### src/rtl/vx_vec_lane_sequencer_pkg.sv
// Shared vector-execute types and constants.
//   LANEID_BITS / NR_BITS : lane-group tag width and register-index width
//   op_args_t             : operation argument bundle carried with each packet
//   seq_state_e           : idle/busy state encoding shared by vector sequencers
//   exec_hdr_t            : lane-independent part of an execute packet
package vx_vec_lane_sequencer_pkg;

   localparam int LANEID_BITS = 2;
   localparam int NR_BITS     = 5;
   localparam int UUID_BITS   = 32;
   localparam int WID_BITS    = 2;
   localparam int PC_BITS     = 32;
   localparam int OPTYPE_BITS = 4;
   localparam int TID_BITS    = 2;
   localparam int PID_BITS    = 1;

   typedef struct packed {
      logic        use_pc;
      logic        use_imm;
      logic [31:0] imm;
   } op_args_t;

   typedef enum logic {
      SEQ_IDLE = 1'b0,
      SEQ_BUSY = 1'b1
   } seq_state_e;

   typedef struct packed {
      logic [UUID_BITS-1:0]   uuid;
      logic [WID_BITS-1:0]    wid;
      logic [PC_BITS-1:0]     PC;
      logic [OPTYPE_BITS-1:0] op_type;
      op_args_t               op_args;
      logic                   wb;
      logic [NR_BITS-1:0]     rd;
      logic [NR_BITS-1:0]     vd;
      logic [TID_BITS-1:0]    tid;
      logic [PID_BITS-1:0]    pid;
      logic                   sop;
      logic                   eop;
      logic                   is_vec;
      logic [LANEID_BITS-1:0] vd_lane_id;
      logic                   vd_is_last;
   } exec_hdr_t;

endpackage

### src/rtl/VX_execute_if.sv
// Execute-stage packet interface.
//   valid/ready : handshake (master drives valid and payload, slave drives ready)
//   hdr         : lane-independent packet fields
//   tmask       : per-lane thread mask
//   rs1/2/3_data: per-lane source operands
interface VX_execute_if #(
   parameter int NUM_LANES = 1
) ();
   import vx_vec_lane_sequencer_pkg::*;

   logic                       valid;
   logic                       ready;
   exec_hdr_t                  hdr;
   logic [NUM_LANES-1:0]       tmask;
   logic [NUM_LANES-1:0][31:0] rs1_data;
   logic [NUM_LANES-1:0][31:0] rs2_data;
   logic [NUM_LANES-1:0][31:0] rs3_data;

   modport master (
      output valid, hdr, tmask, rs1_data, rs2_data, rs3_data,
      input  ready
   );

   modport slave (
      input  valid, hdr, tmask, rs1_data, rs2_data, rs3_data,
      output ready
   );
endinterface

### src/rtl/vx_perf_counter.sv
// Free-running event counter, wraps modulo 2^WIDTH.
//   clk, reset : clock, asynchronous active-high reset
//   inc        : count enable for this cycle
//   value      : current count
module vx_perf_counter #(
   parameter int WIDTH = 32
) (
   input  logic             clk,
   input  logic             reset,
   input  logic             inc,
   output logic [WIDTH-1:0] value
);

   always_ff @(posedge clk or posedge reset) begin
      if (reset) begin
         value <= '0;
      end else if (inc) begin
         value <= value + WIDTH'(1);
      end
   end

endmodule

### src/rtl/vx_vec_lane_sequencer.sv
// Expands vector execute packets into NUM_VLANE_BEATS lane-group beats;
// scalar packets pass through as a single beat. Registered output stage.
//   clk, reset        : clock, asynchronous active-high reset
//   exec_in_if        : upstream packet stream (slave)
//   exec_out_if       : sequenced beat stream (master)
//   busy              : vector beats still pending after the current one
//   perf_vec_pkts     : vector packets accepted
//   perf_stall_cycles : cycles with output valid and not ready
module vx_vec_lane_sequencer
   import vx_vec_lane_sequencer_pkg::*;
#(
   parameter int NUM_LANES       = 1,
   parameter int NUM_VLANE_BEATS = 4,
   parameter int PERF_CNT_W      = 32
) (
   input  logic                  clk,
   input  logic                  reset,
   VX_execute_if.slave           exec_in_if,
   VX_execute_if.master          exec_out_if,
   output logic                  busy,
   output logic [PERF_CNT_W-1:0] perf_vec_pkts,
   output logic [PERF_CNT_W-1:0] perf_stall_cycles
);

   localparam logic [0:0] ST_IDLE = SEQ_IDLE;
   localparam logic [0:0] ST_SEQ  = SEQ_BUSY;
   localparam logic [LANEID_BITS-1:0] LAST_BEAT = LANEID_BITS'(NUM_VLANE_BEATS - 1);
   localparam bit SINGLE_BEAT = (NUM_VLANE_BEATS == 1);

   logic [0:0]                 state;
   logic                       out_valid;
   exec_hdr_t                  out_hdr;
   logic [NUM_LANES-1:0]       out_tmask;
   logic [NUM_LANES-1:0][31:0] out_rs1;
   logic [NUM_LANES-1:0][31:0] out_rs2;
   logic [NUM_LANES-1:0][31:0] out_rs3;
   logic [LANEID_BITS-1:0]     beat_cnt;
   logic                       held_eop;   // input eop, deferred to the last beat

   logic                       in_ready;
   logic                       in_fire;
   logic                       out_fire;
   logic [LANEID_BITS-1:0]     next_beat;
   exec_hdr_t                  load_hdr;
   exec_hdr_t                  step_hdr;

   // Only a final beat leaving makes room; ready never depends on in valid.
   assign in_ready  = !out_valid || (exec_out_if.ready && out_hdr.vd_is_last);
   assign in_fire   = exec_in_if.valid && in_ready;
   assign out_fire  = out_valid && exec_out_if.ready;
   assign next_beat = beat_cnt + LANEID_BITS'(1);

   // First beat of a newly accepted packet.
   always_comb begin
      load_hdr            = exec_in_if.hdr;
      load_hdr.vd_lane_id = '0;
      if (exec_in_if.hdr.is_vec && !SINGLE_BEAT) begin
         load_hdr.vd_is_last = 1'b0;
         load_hdr.eop        = 1'b0;
      end else begin
         load_hdr.vd_is_last = 1'b1;
      end
   end

   // Following beat of a vector packet: only the tags change.
   always_comb begin
      step_hdr            = out_hdr;
      step_hdr.vd_lane_id = next_beat;
      step_hdr.sop        = 1'b0;
      if (next_beat == LAST_BEAT) begin
         step_hdr.vd_is_last = 1'b1;
         step_hdr.eop        = held_eop;
      end
   end

   always_ff @(posedge clk or posedge reset) begin
      if (reset) begin
         state     <= ST_IDLE;
         out_valid <= 1'b0;
         out_hdr   <= '0;
         out_tmask <= '0;
         out_rs1   <= '0;
         out_rs2   <= '0;
         out_rs3   <= '0;
         beat_cnt  <= '0;
         held_eop  <= 1'b0;
      end else if (in_fire) begin
         // Takes priority: it can coincide with the last beat leaving.
         out_valid <= 1'b1;
         out_hdr   <= load_hdr;
         out_tmask <= exec_in_if.tmask;
         out_rs1   <= exec_in_if.rs1_data;
         out_rs2   <= exec_in_if.rs2_data;
         out_rs3   <= exec_in_if.rs3_data;
         beat_cnt  <= '0;
         held_eop  <= exec_in_if.hdr.eop;
         state     <= (exec_in_if.hdr.is_vec && !SINGLE_BEAT) ? ST_SEQ : ST_IDLE;
      end else if (out_fire) begin
         if (state == ST_SEQ) begin
            out_hdr  <= step_hdr;
            beat_cnt <= next_beat;
            if (next_beat == LAST_BEAT) begin
               state <= ST_IDLE;
            end
         end else begin
            out_valid <= 1'b0;
         end
      end
   end

   assign exec_in_if.ready      = in_ready;
   assign exec_out_if.valid     = out_valid;
   assign exec_out_if.hdr       = out_hdr;
   assign exec_out_if.tmask     = out_tmask;
   assign exec_out_if.rs1_data  = out_rs1;
   assign exec_out_if.rs2_data  = out_rs2;
   assign exec_out_if.rs3_data  = out_rs3;
   assign busy                  = (state == ST_SEQ);

   vx_perf_counter #(.WIDTH(PERF_CNT_W)) u_vec_cnt (
      .clk   (clk),
      .reset (reset),
      .inc   (in_fire && exec_in_if.hdr.is_vec),
      .value (perf_vec_pkts)
   );

   vx_perf_counter #(.WIDTH(PERF_CNT_W)) u_stall_cnt (
      .clk   (clk),
      .reset (reset),
      .inc   (out_valid && !exec_out_if.ready),
      .value (perf_stall_cycles)
   );

   a_beats_range: assert property (@(posedge clk)
      (NUM_VLANE_BEATS >= 1) && (NUM_VLANE_BEATS <= (1 << LANEID_BITS)));

   a_hold_on_stall: assert property (@(posedge clk) disable iff (reset)
      (out_valid && !exec_out_if.ready) |=>
         ($stable(out_hdr) && $stable(out_tmask) && $stable(out_rs1)
          && $stable(out_rs2) && $stable(out_rs3)));

   a_lane_range: assert property (@(posedge clk) disable iff (reset)
      out_valid |-> ({1'b0, out_hdr.vd_lane_id} < (LANEID_BITS + 1)'(NUM_VLANE_BEATS)));

endmodule

### src/flat_wrapper.sv
// flat-port wrapper written by rule: the top's interface ports become plain ports
module vx_vec_lane_sequencer_flat import vx_vec_lane_sequencer_pkg::*;
#(
   parameter int NUM_LANES       = 1,
   parameter int NUM_VLANE_BEATS = 4,
   parameter int PERF_CNT_W      = 32
)
  (clk, reset, busy, perf_vec_pkts, perf_stall_cycles, exec_in_if_valid, exec_in_if_hdr, exec_in_if_tmask, exec_in_if_rs1_data, exec_in_if_rs2_data, exec_in_if_rs3_data, exec_in_if_ready, exec_out_if_valid, exec_out_if_hdr, exec_out_if_tmask, exec_out_if_rs1_data, exec_out_if_rs2_data, exec_out_if_rs3_data, exec_out_if_ready);
  VX_execute_if #(.NUM_LANES(NUM_LANES)) exec_in_if_i ();
  VX_execute_if #(.NUM_LANES(NUM_LANES)) exec_out_if_i ();
  input  logic clk;
  input  logic reset;
  output logic busy;
  output logic [PERF_CNT_W-1:0] perf_vec_pkts;
  output logic [PERF_CNT_W-1:0] perf_stall_cycles;
  input wire logic [$bits(exec_in_if_i.valid)-1:0] exec_in_if_valid;
  input wire logic [$bits(exec_in_if_i.hdr)-1:0] exec_in_if_hdr;
  input wire logic [$bits(exec_in_if_i.tmask)-1:0] exec_in_if_tmask;
  input wire logic [$bits(exec_in_if_i.rs1_data)-1:0] exec_in_if_rs1_data;
  input wire logic [$bits(exec_in_if_i.rs2_data)-1:0] exec_in_if_rs2_data;
  input wire logic [$bits(exec_in_if_i.rs3_data)-1:0] exec_in_if_rs3_data;
  output wire logic [$bits(exec_in_if_i.ready)-1:0] exec_in_if_ready;
  output wire logic [$bits(exec_out_if_i.valid)-1:0] exec_out_if_valid;
  output wire logic [$bits(exec_out_if_i.hdr)-1:0] exec_out_if_hdr;
  output wire logic [$bits(exec_out_if_i.tmask)-1:0] exec_out_if_tmask;
  output wire logic [$bits(exec_out_if_i.rs1_data)-1:0] exec_out_if_rs1_data;
  output wire logic [$bits(exec_out_if_i.rs2_data)-1:0] exec_out_if_rs2_data;
  output wire logic [$bits(exec_out_if_i.rs3_data)-1:0] exec_out_if_rs3_data;
  input wire logic [$bits(exec_out_if_i.ready)-1:0] exec_out_if_ready;
  assign exec_in_if_i.valid = exec_in_if_valid;
  assign exec_in_if_i.hdr = exec_in_if_hdr;
  assign exec_in_if_i.tmask = exec_in_if_tmask;
  assign exec_in_if_i.rs1_data = exec_in_if_rs1_data;
  assign exec_in_if_i.rs2_data = exec_in_if_rs2_data;
  assign exec_in_if_i.rs3_data = exec_in_if_rs3_data;
  assign exec_in_if_ready = exec_in_if_i.ready;
  assign exec_out_if_valid = exec_out_if_i.valid;
  assign exec_out_if_hdr = exec_out_if_i.hdr;
  assign exec_out_if_tmask = exec_out_if_i.tmask;
  assign exec_out_if_rs1_data = exec_out_if_i.rs1_data;
  assign exec_out_if_rs2_data = exec_out_if_i.rs2_data;
  assign exec_out_if_rs3_data = exec_out_if_i.rs3_data;
  assign exec_out_if_i.ready = exec_out_if_ready;
  vx_vec_lane_sequencer #(.NUM_LANES(NUM_LANES), .NUM_VLANE_BEATS(NUM_VLANE_BEATS), .PERF_CNT_W(PERF_CNT_W)) u_core (.clk(clk), .reset(reset), .exec_in_if(exec_in_if_i), .exec_out_if(exec_out_if_i), .busy(busy), .perf_vec_pkts(perf_vec_pkts), .perf_stall_cycles(perf_stall_cycles));
endmodule
### config.mk
export PLATFORM = sky130hd
export DESIGN_NAME = vx_vec_lane_sequencer_flat
export DESIGN_NICKNAME = d
export VERILOG_FILES = /design/src/rtl/vx_vec_lane_sequencer_pkg.sv /design/src/rtl/VX_execute_if.sv /design/src/rtl/vx_perf_counter.sv /design/src/rtl/vx_vec_lane_sequencer.sv /design/src/flat_wrapper.sv
export SDC_FILE = /design/constraint.sdc
export NUM_CORES = 1
export LEC_CHECK = 0
export ABC_AREA = 1
export CORE_AREA = 4 4 195 197
export CTS_BUF_LIST = sky130_fd_sc_hd__clkbuf_8
export CTS_CLUSTER_SIZE = 14
export DETAILED_ROUTE_END_ITERATION = 12
export DIE_AREA = 0 0 199 201
export HOLD_SLACK_MARGIN = 0.05
export PLACE_DENSITY = 0.68
export SKIP_LAST_GASP = 1
export SYNTH_ARGS = -nofsm -noshare
export SYNTH_HDL_FRONTEND = slang
export SYNTH_SLANG_ARGS = --single-unit
### constraint.sdc
create_clock -name clk -period 10 [get_ports clk]
set_clock_uncertainty 0.2 [all_clocks]
set_input_delay 2.5 -clock clk [delete_from_list [all_inputs] [get_ports clk]]
set_output_delay 2.5 -clock clk [all_outputs]
set_load 0.02 [all_outputs]
# Yosys cells after proc, flatten, opt, wreduce, memory -nomap -nowiden

Cells that the tools add are included.
W data, S select, Z words.

Bits in registers: 290
Bits of input ports: 225
Output and inout bits: 288

Add/sub/neg operators: 3
Equality and inequality tests: 2
Mux-type cells: 18
Reduce and logical (&&, ||, !) cells: 14

Operators by type and width:

| kind                    | number |
|---|---|
| $mux W124               | 2 |
| $add A32 B1 Y32 const B | 2 |
| $mux W1                 | 12 |
| $mux W2                 | 3 |
| $mux W6                 | 1 |
| $reduce_bool A2 Y1      | 3 |
| $logic_and A1 B1 Y1     | 5 |
| $reduce_and A2 Y1       | 2 |
| $reduce_and A3 Y1       | 1 |
| $add A2 B1 Y2 const B   | 1 |
| $eq A2 B2 Y1 const B    | 1 |
| $logic_not A1 Y1        | 2 |
| $ne A2 B2 Y1 const B    | 1 |
| $logic_or A1 B1 Y1      | 1 |

# Logic depth before layout (Yosys ltp)

Gate-level depths: netlist of the first run.

Depth in word-level cells: 6
Gate-level depth with buffers: 9
Gate-level depth less buffers: 9

# By module

Synthesis of the first run repeated with hierarchy kept, for this count alone.

Cells, all modules: 1,381
Area, all modules: 11,996.5 um2

By module, submodules not included:

| module                | times used | cells each | area an instance (um2) | sequential area each (um2) |
|---|---|---|---|---|
| vx_vec_lane_sequencer | 1          | 967        | 8,535.7                | 5,605.4 |
| vx_perf_counter       | 2          | 207        | 1,730.4                | 800.8 |

# Worst setup path after synthesis of the first run

No wires, ideal clock.

Kind: input port to output port
Start point: input port exec_out_if_ready
End point: output port exec_in_if_ready
Data arrival time: 2.679 ns
Slack: 4.621 ns
Cell stages on the path: 2
Path through: nand2_1 -> nand2_2

Word-level cells in the longest chain between the ends: 2

Ends and longest elaborated chain:

| item                | RTL line                    | text |
|---|---|---|
| start, declared     | flat_wrapper.sv:29          | `input wire logic [$bits(exec_out_if_i.ready)-1:0] exec_out_if_ready;` |
| $logic_and A1 B1 Y1 | vx_vec_lane_sequencer.sv:48 | `assign in_ready = !out_valid \|\| (exec_out_if.ready && out_hdr.vd_is_last);` |
| $logic_or A1 B1 Y1  | vx_vec_lane_sequencer.sv:48 |  |
| end, declared       | flat_wrapper.sv:22          | `output wire logic [$bits(exec_in_if_i.ready)-1:0] exec_in_if_ready;` |

No other way between the ends.

# Worst setup path after layout of the first run

Same ends and word-level chain as after synthesis.

==> impl_metrics.yaml, run 1 <==
layout:
  fin_cells: 2470
  drive_gt1_frac: 0.0505
  n_fill_cell: 3409
  postLayoutCoreUtil: 0.513
  synthToLayoutAreaGrowth_pct: 54.9
  num-nets-final: 2190
placed_design:
  dp_slack_ns: 3.50
  gp_congestion: 0.821
  place_hpwl_mm: 28.6
  port_buffers: 509
  dp_cells: 2378
status:
  outcome: "completed"
route:
  wirelength_mm: 39.2
  detail_route.first_pass.iterations: 6
  ant_nets: 0
  drcViolationCount: 0
  avgViaCountPerCell: 4.43
  vias: 10951
  wl_per_cell_um: 15.9
  drtIter0Drc: 597
worst_hold_path:
  min_delay_path_depth: 2
  min_path_type: "register to register"
global_routing:
  grt-ovfl-total: 0
  first_global_vias: 11298
  gr-usage-all-layers: 0.192
  grt_pass1_wl_mm: 61.3
  grt_antenna_before_repair: 1
  grt_max_degree: 174
sta:
  setup_tns_ns: 0
  post-route-period-util: 0.651
  slew_violations: 0
  relSlewSlack: 0.375
  tightest_slew_ns: 0.937
  timing.final.hold_violations: 0
  rsz0062_at_grt: "false"
  fmax_mhz: 154
  period_needed_ns: 6.51
  setup_viol: 0
  worst_slack_ns: 3.49
synthesis:
  netlist.area_leader.share: 0.601
  syn_inst: 1443
  yosysUniqueCellTypes: 24
  syn_nets: 1671
  syn-cell-area_um2: 12000
  synth_seq_cells: 288
  ys_warn_count: 0
  synth_seq_area_share: 0.601
  yosysTopAreaCell: "dfrtp_1"
  avgSynthCellArea_um2: 8.31
  synth_area_leaders: "dfrtp_1 (60%), nand2_1 (26%), nor2_1 (2.4%), inv_1 (1.8%), buf_2 (1.6%)"
cts:
  tritoncts: "done"
  htreeDepth: 2
  cts_resized: 0
  cts-root-buf: "clkbuf_8"
  clkTransAtPathRegs_ns: 0.06
  clkLatencyLatePin_ns: 0.60
  cts_buffer_depth: 3
  clkSinkCount: 288
  holdBufCountCts: 0
  cts_setup_buffers: 0
  numCtsBuffers: 50
worst_setup_path:
  crit_path_max_incr_delay_ns: 0.62
  critPathRequiredTime_ns: 7.30
  worstPathCellList: "clkdlybuf4s50_1 > nand2_1 > nand2_2 > clkdlybuf4s50_1"
  rr_worst_depth: 6
  critPathKind: "primary input to primary output"
  r2r_slack_ns: 7.15
  critPathMostFrequentCell: "clkdlybuf4s50_1"
  crit_buf_inv: 2
  cp.arrival_ns: 3.81
  startpoint_type: "primary input"
  crit_slowest_cell: "clkdlybuf4s50_1"
  crit_family: "buffers and inverters"
  critPathCaptureType: "primary output"
  worstSetupPathDepth: 4
  cp_max_fo: 3
power_and_ir_drop:
  p_sw_mw: 2.14
  pwr-share-clk: 0.207
  switching_share: 0.387
  p_leak_nw: 8.95
  power.share.combinational: 0.446
  seq_power_share: 0.347
  vdd_drop_max_v: 0.000214
  p_int_mw: 3.40
  power_density_nw_per_um2: 299
  finalPower_mw: 5.55
floorplanning:
  die_h_um: 201
  die_area_um2: 40000
  die_w_um: 199
  core_um2: 36300
  num_io_pins: 513
  rows: 70
  start_util: 0.331
job:
  maxCapViolations: 0
## cells in the final DEF (no fill, tap or decap), types with 3 or more instances in the layout
cell / instances
nand2_1: 847
clkdlybuf4s50_1: 509
dfrtp_1: 288
nor2_1: 76
clkbuf_8: 72
inv_1: 70
nand3_1: 29
xnor2_1: 20
nand3b_1: 16
o21ai_0: 12
nand4_1: 10
xor2_1: 9
nor2_2: 8
clkinv_2: 6
buf_4: 6
nor3_1: 3
nand2_2: 3
a21oi_1: 3
ha_1: 3
## through the flow
step / hold WS, ns / area, um^2
floorplan: 0.263 / 12000
global placement: 0.261 / 17500
detailed placement: 0.264 / 17500
CTS: 0.280 / 18600
global route: 0.286 / 18600
finish: 0.274 / 18600
## layer usage
layer | track usage | wire (um) | vias to the layer above
met3 | 0.0623 | 3370 | 65
met4 | 0.0669 | 1010 | 0
met2 | 0.324 | 19100 | 370
met1 | 0.229 | 15700 | 5099
met5 | 0 | 0 | -
li1 | - | - | 5417
## tightest hold or removal path: cells and delay by family, from the launching register on
| family | cells | cell delay (ns) |
|---|---|---|
| flip-flops | 1 | 0.34 |
| AND/OR/NAND/NOR | 2 | 0.10 |
## state kept, by name, indices dropped and copies added (netlist names)
register,cells
u_core.exec_out_if.rs2_data,32
u_core.exec_out_if.rs3_data,32
u_core.held_eop,1
u_core.exec_out_if.hdr,123
u_core.u_vec_cnt.value,32
u_core.busy,1
u_core.exec_out_if.tmask,1
u_core.exec_out_if.rs1_data,32
u_core.u_stall_cnt.value,32
u_core.exec_out_if.valid,1
u_core.beat_cnt,1
## worst paths after layout
path,startpoint,end
setup reg to reg,u_core.exec_out_if.valid$_DFFE_PP0P_,u_core.exec_out_if.hdr[66]$_DFFE_PP0P_
setup / recovery,exec_out_if_ready,exec_in_if_ready
hold reg to reg,u_core.exec_out_if.rs2_data[31]$_DFFE_PP0P_,u_core.exec_out_if.rs2_data[31]$_DFFE_PP0P_
max in group asynchronous,reset,u_core.u_vec_cnt.value[4]$_DFFE_PP0P_
hold / removal,u_core.exec_out_if.rs2_data[31]$_DFFE_PP0P_,u_core.exec_out_if.rs2_data[31]$_DFFE_PP0P_
min in group asynchronous,reset,u_core.exec_out_if.hdr[57]$_DFFE_PP0P_
## Yosys cell counts (all sizes together)
master    n
a21oi     3
and2      1
nor3      3
nor2b     1
buf      49
a22o      1
o21ai    13
nand2   851
nor2     84
or2       1
nand4    10
inv      61
nand3b   16
xnor2    20
dfrtp   288
nand3    29
xor2      9
ha        3
## power by group through the flow
stage | registers, mW | logic [mW] | clock network (mW)
global placement | 1.91 | 2.48 | 0
floorplan | 2.50 | 0.621 | 0
CTS | 1.92 | 2.51 | 1.19
detailed placement | 1.94 | 2.50 | 0
global route | 1.99 | 2.66 | 1.25
finish | 1.92 | 2.47 | 1.15
## final cells by class
class / count / area [um^2] / area share
clock inverters: 19 / 105 / 0.00566
repair buffers: 516 / 5160 / 0.278
flip-flops and latches: 288 / 7210 / 0.388
diodes: 1 / 2.50 / 0.000135
clock buffers: 72 / 991 / 0.0533
inverters: 61 / 238 / 0.0128
multi-input cells: 1045 / 4300 / 0.231
well taps: 468 / 586 / 0.0315
## cell families after synthesis
kind of cell | after synthesis | share of synthesized area
AO/OA/AOI/OAI | 17 | 0.00740
buffers and inverters | 110 | 0.0424
adder cells (fa/ha/maj) | 3 | 0.00313
flip-flops | 288 | 0.601
XOR/XNOR | 29 | 0.0212
AND/OR/NAND/NOR | 996 | 0.325
No activity file was read; power rests on OpenSTA's default activity.
==> inputs of run 2 (changes only) <==
==> constraint.sdc (replaced) <==
create_clock -name clk -period 5.29 [get_ports clk]
set_clock_uncertainty 0.2 [all_clocks]
set_input_delay 1.3225 -clock clk [delete_from_list [all_inputs] [get_ports clk]]
set_output_delay 1.3225 -clock clk [all_outputs]
set_load 0.02 [all_outputs]
==> impl_metrics.yaml, run 2 (synthesized netlist as in run 1, its figures left out) <==
cts:
  cts_setup_buffers: 0
  tritoncts: "done"
  cts-root-buf: "clkbuf_8"
  clkLatencyLatePin_ns: 0.60
  htreeDepth: 2
  cts_resized: 0
  cts_buffer_depth: 3
  clkSinkCount: 288
  holdBufCountCts: 0
  clkTransAtPathRegs_ns: 0.05
  numCtsBuffers: 52
worst_setup_path:
  cp_max_fo: 3
  r2r-start: "u_core.exec_out_if.hdr[0]$_DFFE_PP0P_"
  critPathMostFrequentCell: "clkdlybuf4s50_1"
  critPathCaptureType: "primary output"
  worstPathCellList: "clkdlybuf4s50_1 > nand2_1 > nand2_2 > clkdlybuf4s50_1"
  crit_start: "exec_out_if_ready"
  critPathKind: "primary input to primary output"
  cp.arrival_ns: 2.65
  crit_path_max_incr_delay_ns: 0.63
  r2r_slack_ns: 2.94
  crit_slowest_cell: "clkdlybuf4s50_1"
  critPathRequiredTime_ns: 3.77
  startpoint_type: "primary input"
layout:
  largest_reg_flops: 123
  synthToLayoutAreaGrowth_pct: 54.5
  num-nets-final: 2193
  design_area_um2: 18500
  drive_gt1_frac: 0.0451
  n_fill_cell: 3412
  postLayoutCoreUtil: 0.511
  multiInputGateArea_um2: 4300
  mostFrequentLayoutCells: "nand2_1 (847), clkdlybuf4s50_1 (509), dfrtp_1 (288)"
  fin_cells: 2467
  seqCellArea_um2: 7210
  final_common_cell: "nand2_1"
floorplanning:
  num_io_pins: 513
  rows: 70
  core_um2: 36300
  die_area_um2: 40000
  die_w_um: 199
  die_h_um: 201
  start_util: 0.331
power_and_ir_drop:
  seq_power_share: 0.350
  p_leak_nw: 8.93
  power.share.combinational: 0.451
  vdd_drop_max_v: 0.000333
  finalPower_mw: 10.4
  p_int_mw: 6.35
  pwr-share-clk: 0.199
  p_sw_mw: 4.04
  switching_share: 0.389
  power_density_nw_per_um2: 561
sta:
  tightest_slew_ns: 1.06
  rsz0062_at_grt: "false"
  worst_slack_ns: 1.12
  period_needed_ns: 4.17
  fmax_mhz: 240
  setup_viol: 0
  setup_tns_ns: 0
  relSlewSlack: 0.291
  slew_violations: 0
  holdWs_ns: 0.275
  post-route-period-util: 0.789
  timing.final.hold_violations: 0
placed_design:
  dpl_cell_area_um2: 17500
  dp_cells: 2379
  dp_slack_ns: 1.12
  place_hpwl_mm: 28.6
  gp_congestion: 0.881
  port_buffers: 509
worst_hold_path:
  min_path_type: "register to register"
  holdCritStartpoint: "u_core.exec_out_if.rs1_data[3]$_DFFE_PP0P_"
status:
  outcome: "completed"
global_routing:
  grt-ovfl-total: 0
  first_global_vias: 11213
  grt_antenna_before_repair: 2
  gr-usage-all-layers: 0.191
  grt_max_degree: 105
  grt_pass1_wl_mm: 61.3
route:
  drtIter0Drc: 804
  avgViaCountPerCell: 4.47
  wl_per_cell_um: 16.0
  drcViolationCount: 0
  ant_nets: 0
  wirelength_mm: 39.5
  detail_route.first_pass.iterations: 5
  vias: 11036
job:
  maxCapViolations: 0
==> run 2: layout make-up <==
class	instances	share of cell area
Sequential cell	288	0.389
Clock buffer	63	0.0468
Clock inverter	23	0.00763
Timing Repair Buffer	517	0.280
Inverter	61	0.0128
Tap cell	468	0.0316
Multi-Input combinational cell	1045	0.232
Antenna cell	2	0.000270
==> run 2: power by group through the flow <==
stage	clock (mW)	sequential [mW]	combinational (mW)
after floorplan	0	4.73	1.17
after global placement	0	3.62	4.69
after detailed placement	0	3.66	4.74
after CTS	2.15	3.64	4.76
after global routing	2.25	3.76	5.04
final	2.07	3.64	4.69
==> run 2: final timing paths <==
path / end / cells past startpoint
min in group asynchronous: u_core.exec_out_if.rs3_data[2]$_DFFE_PP0P_ / 2
worst max register to register: u_core.exec_out_if.hdr[4]$_DFFE_PP0P_ / 8
worst min-delay path: u_core.exec_out_if.rs1_data[3]$_DFFE_PP0P_ / 2
max in group asynchronous: u_core.exec_out_if.hdr[27]$_DFFE_PP0P_ / 3
worst min register to register: u_core.exec_out_if.rs1_data[3]$_DFFE_PP0P_ / 2
worst max-delay path: exec_in_if_ready / 4
==> run 2: critical path: cells and delay by family <==
kind | cells | cell delay (ns)
buffers and inverters | 2 | 1.12
and+or+nand+nor | 2 | 0.21
==> run 2: layer usage <==
layer,global-route usage,up-vias,share of wire
li1,-,5429,-
met1,0.236,5148,0.41
met2,0.316,379,0.48
met3,0.0611,78,0.080
met4,0.0677,2,0.027
met5,0,-,0.00033
==> inputs of run 3 (changes only) <==
==> constraint.sdc (replaced) <==
create_clock -name clk -period 3.3 [get_ports clk]
set_clock_uncertainty 0.2 [all_clocks]
set_input_delay 0.825 -clock clk [delete_from_list [all_inputs] [get_ports clk]]
set_output_delay 0.825 -clock clk [all_outputs]
set_load 0.02 [all_outputs]
==> impl_metrics.yaml, run 3 (synthesized netlist as in run 1, its figures left out) <==
status:
  outcome: "completed"
layout:
  num-nets-final: 2201
  n_fill_cell: 3349
  mostFrequentLayoutCells: "nand2_1 (847), clkdlybuf4s50_1 (509), dfrtp_1 (288)"
  multiInputGateArea_um2: 4300
  final_common_cell: "nand2_1"
  seqCellArea_um2: 7210
  synthToLayoutAreaGrowth_pct: 55.6
  n_antenna_cell: 0
  largest_reg_flops: 123
  drive_gt1_frac: 0.0572
floorplanning:
  start_util: 0.331
  die_h_um: 201
  die_area_um2: 40000
  die_w_um: 199
  num_io_pins: 513
  rows: 70
  core_um2: 36300
route:
  drcViolationCount: 0
  wl_per_cell_um: 16.0
  wirelength_mm: 39.7
  avgViaCountPerCell: 4.46
  drtIter0Drc: 625
  ant_nets: 0
  vias: 11061
  detail_route.first_pass.iterations: 5
worst_setup_path:
  critPathRequiredTime_ns: 2.27
  startpoint_type: "primary input"
  crit_start: "exec_out_if_ready"
  cp_max_fo: 3
  critPathKind: "primary input to primary output"
  cp.arrival_ns: 2.10
  critPathCaptureType: "primary output"
  r2r-start: "u_core.exec_out_if.valid$_DFFE_PP0P_"
sta:
  relSlewSlack: 0.454
  period_needed_ns: 3.12
  setup_viol: 0
  post-route-period-util: 0.946
  slew_violations: 0
  timing.final.hold_violations: 0
  tightest_slew_ns: 0.819
  holdWs_ns: 0.276
  setup_tns_ns: 0
  rsz0062_at_grt: "false"
  fmax_mhz: 320
placed_design:
  place_hpwl_mm: 29.2
  port_buffers: 509
  gp_congestion: 0.840
cts:
  cts-root-buf: "clkbuf_8"
  cts_resized: 0
  tritoncts: "done"
  numCtsBuffers: 51
  htreeDepth: 2
  cts_setup_buffers: 0
  cts_buffer_depth: 3
  clkTransAtPathRegs_ns: 0.05
  clkLatencyLatePin_ns: 0.59
  clkSinkCount: 288
  holdBufCountCts: 0
global_routing:
  grt_max_degree: 144
  first_global_vias: 11214
  grt-ovfl-total: 0
  grt_pass1_wl_mm: 61.4
  grt_antenna_before_repair: 1
  gr-usage-all-layers: 0.192
power_and_ir_drop:
  p_leak_nw: 8.99
  vdd_drop_max_v: 0.000460
  power_density_nw_per_um2: 900
worst_hold_path:
  holdCritStartpoint: "u_core.exec_out_if.hdr[118]$_DFFE_PP0P_"
  min_path_type: "register to register"
job:
  maxCapViolations: 0
run 3: changes by cell type in the layout (fill, tap and decap cells not counted), moves of 2 or more:
cell,delta
clkinv_2,+14
inv_1,-12
buf_4,+7
buf_12,+2
diode_2,-2
run 3: stage by stage:
step | power (mW) | area, um^2 | setup WS (ns) | cells | util
floorplan | 9.47 | 12000 | -1.54 | 1443 | -
global placement | 13.4 | 17600 | 0.213 | 2388 | 0.486
detailed placement | 13.5 | 17600 | 0.182 | 2388 | 0.486
CTS | 17.0 | 18700 | 0.174 | 2478 | 0.515
global route | 17.8 | 18700 | 0.133 | 2478 | 0.515
finish | 16.8 | 18700 | 0.177 | 2478 | 0.515
run 3: layout make-up:
class / count / area share
multi-input combinational: 1045 / 0.230
timing repair buffer: 526 / 0.283
clock inverter: 26 / 0.00932
sequential: 288 / 0.386
tap: 468 / 0.0314
clock buffer: 64 / 0.0472
inverter: 61 / 0.0127
run 3: worst paths after layout:
kind | to | slack [ns] | cells past startpoint
max in group asynchronous | u_core.exec_out_if.hdr[80]$_DFFE_PP0P_ | 1.72 | 4
min in group asynchronous | u_core.exec_out_if.rs3_data[2]$_DFFE_PP0P_ | 0.34 | 2
worst max-delay path | exec_in_if_ready | 0.18 | 4
worst min register to register | u_core.exec_out_if.hdr[118]$_DFFE_PP0P_ | 0.28 | 2
worst min-delay path | u_core.exec_out_if.hdr[118]$_DFFE_PP0P_ | 0.28 | 2
worst max register to register | u_core.exec_out_if.hdr[65]$_DFFE_PP0P_ | 1.27 | 6
run 3: worst max-delay path, stage by stage:
cell	delay (ns)
clkdlybuf4s50_1	0.51
nand2_1	0.08
nand2_2	0.07
clkdlybuf4s50_1	0.62
run 3: per-layer routing:
layer,track usage,vias to the layer above,share of wire
li1,-,5438,-
met1,0.236,5173,0.40
met2,0.319,378,0.49
met3,0.0639,70,0.086
met4,0.0594,2,0.025
met5,0,-,0.00033
run 3: where the power goes:
| part | switching [mW] | leakage [nW] | internal (mW) |
|---|---|---|---|
| logic | 4.17 | 4.78 | 3.38 |
| registers | 0.843 | 3.62 | 4.97 |
| clock network | 1.51 | 0.588 | 1.91 |
| total | 6.53 | 8.99 | 10.3 |
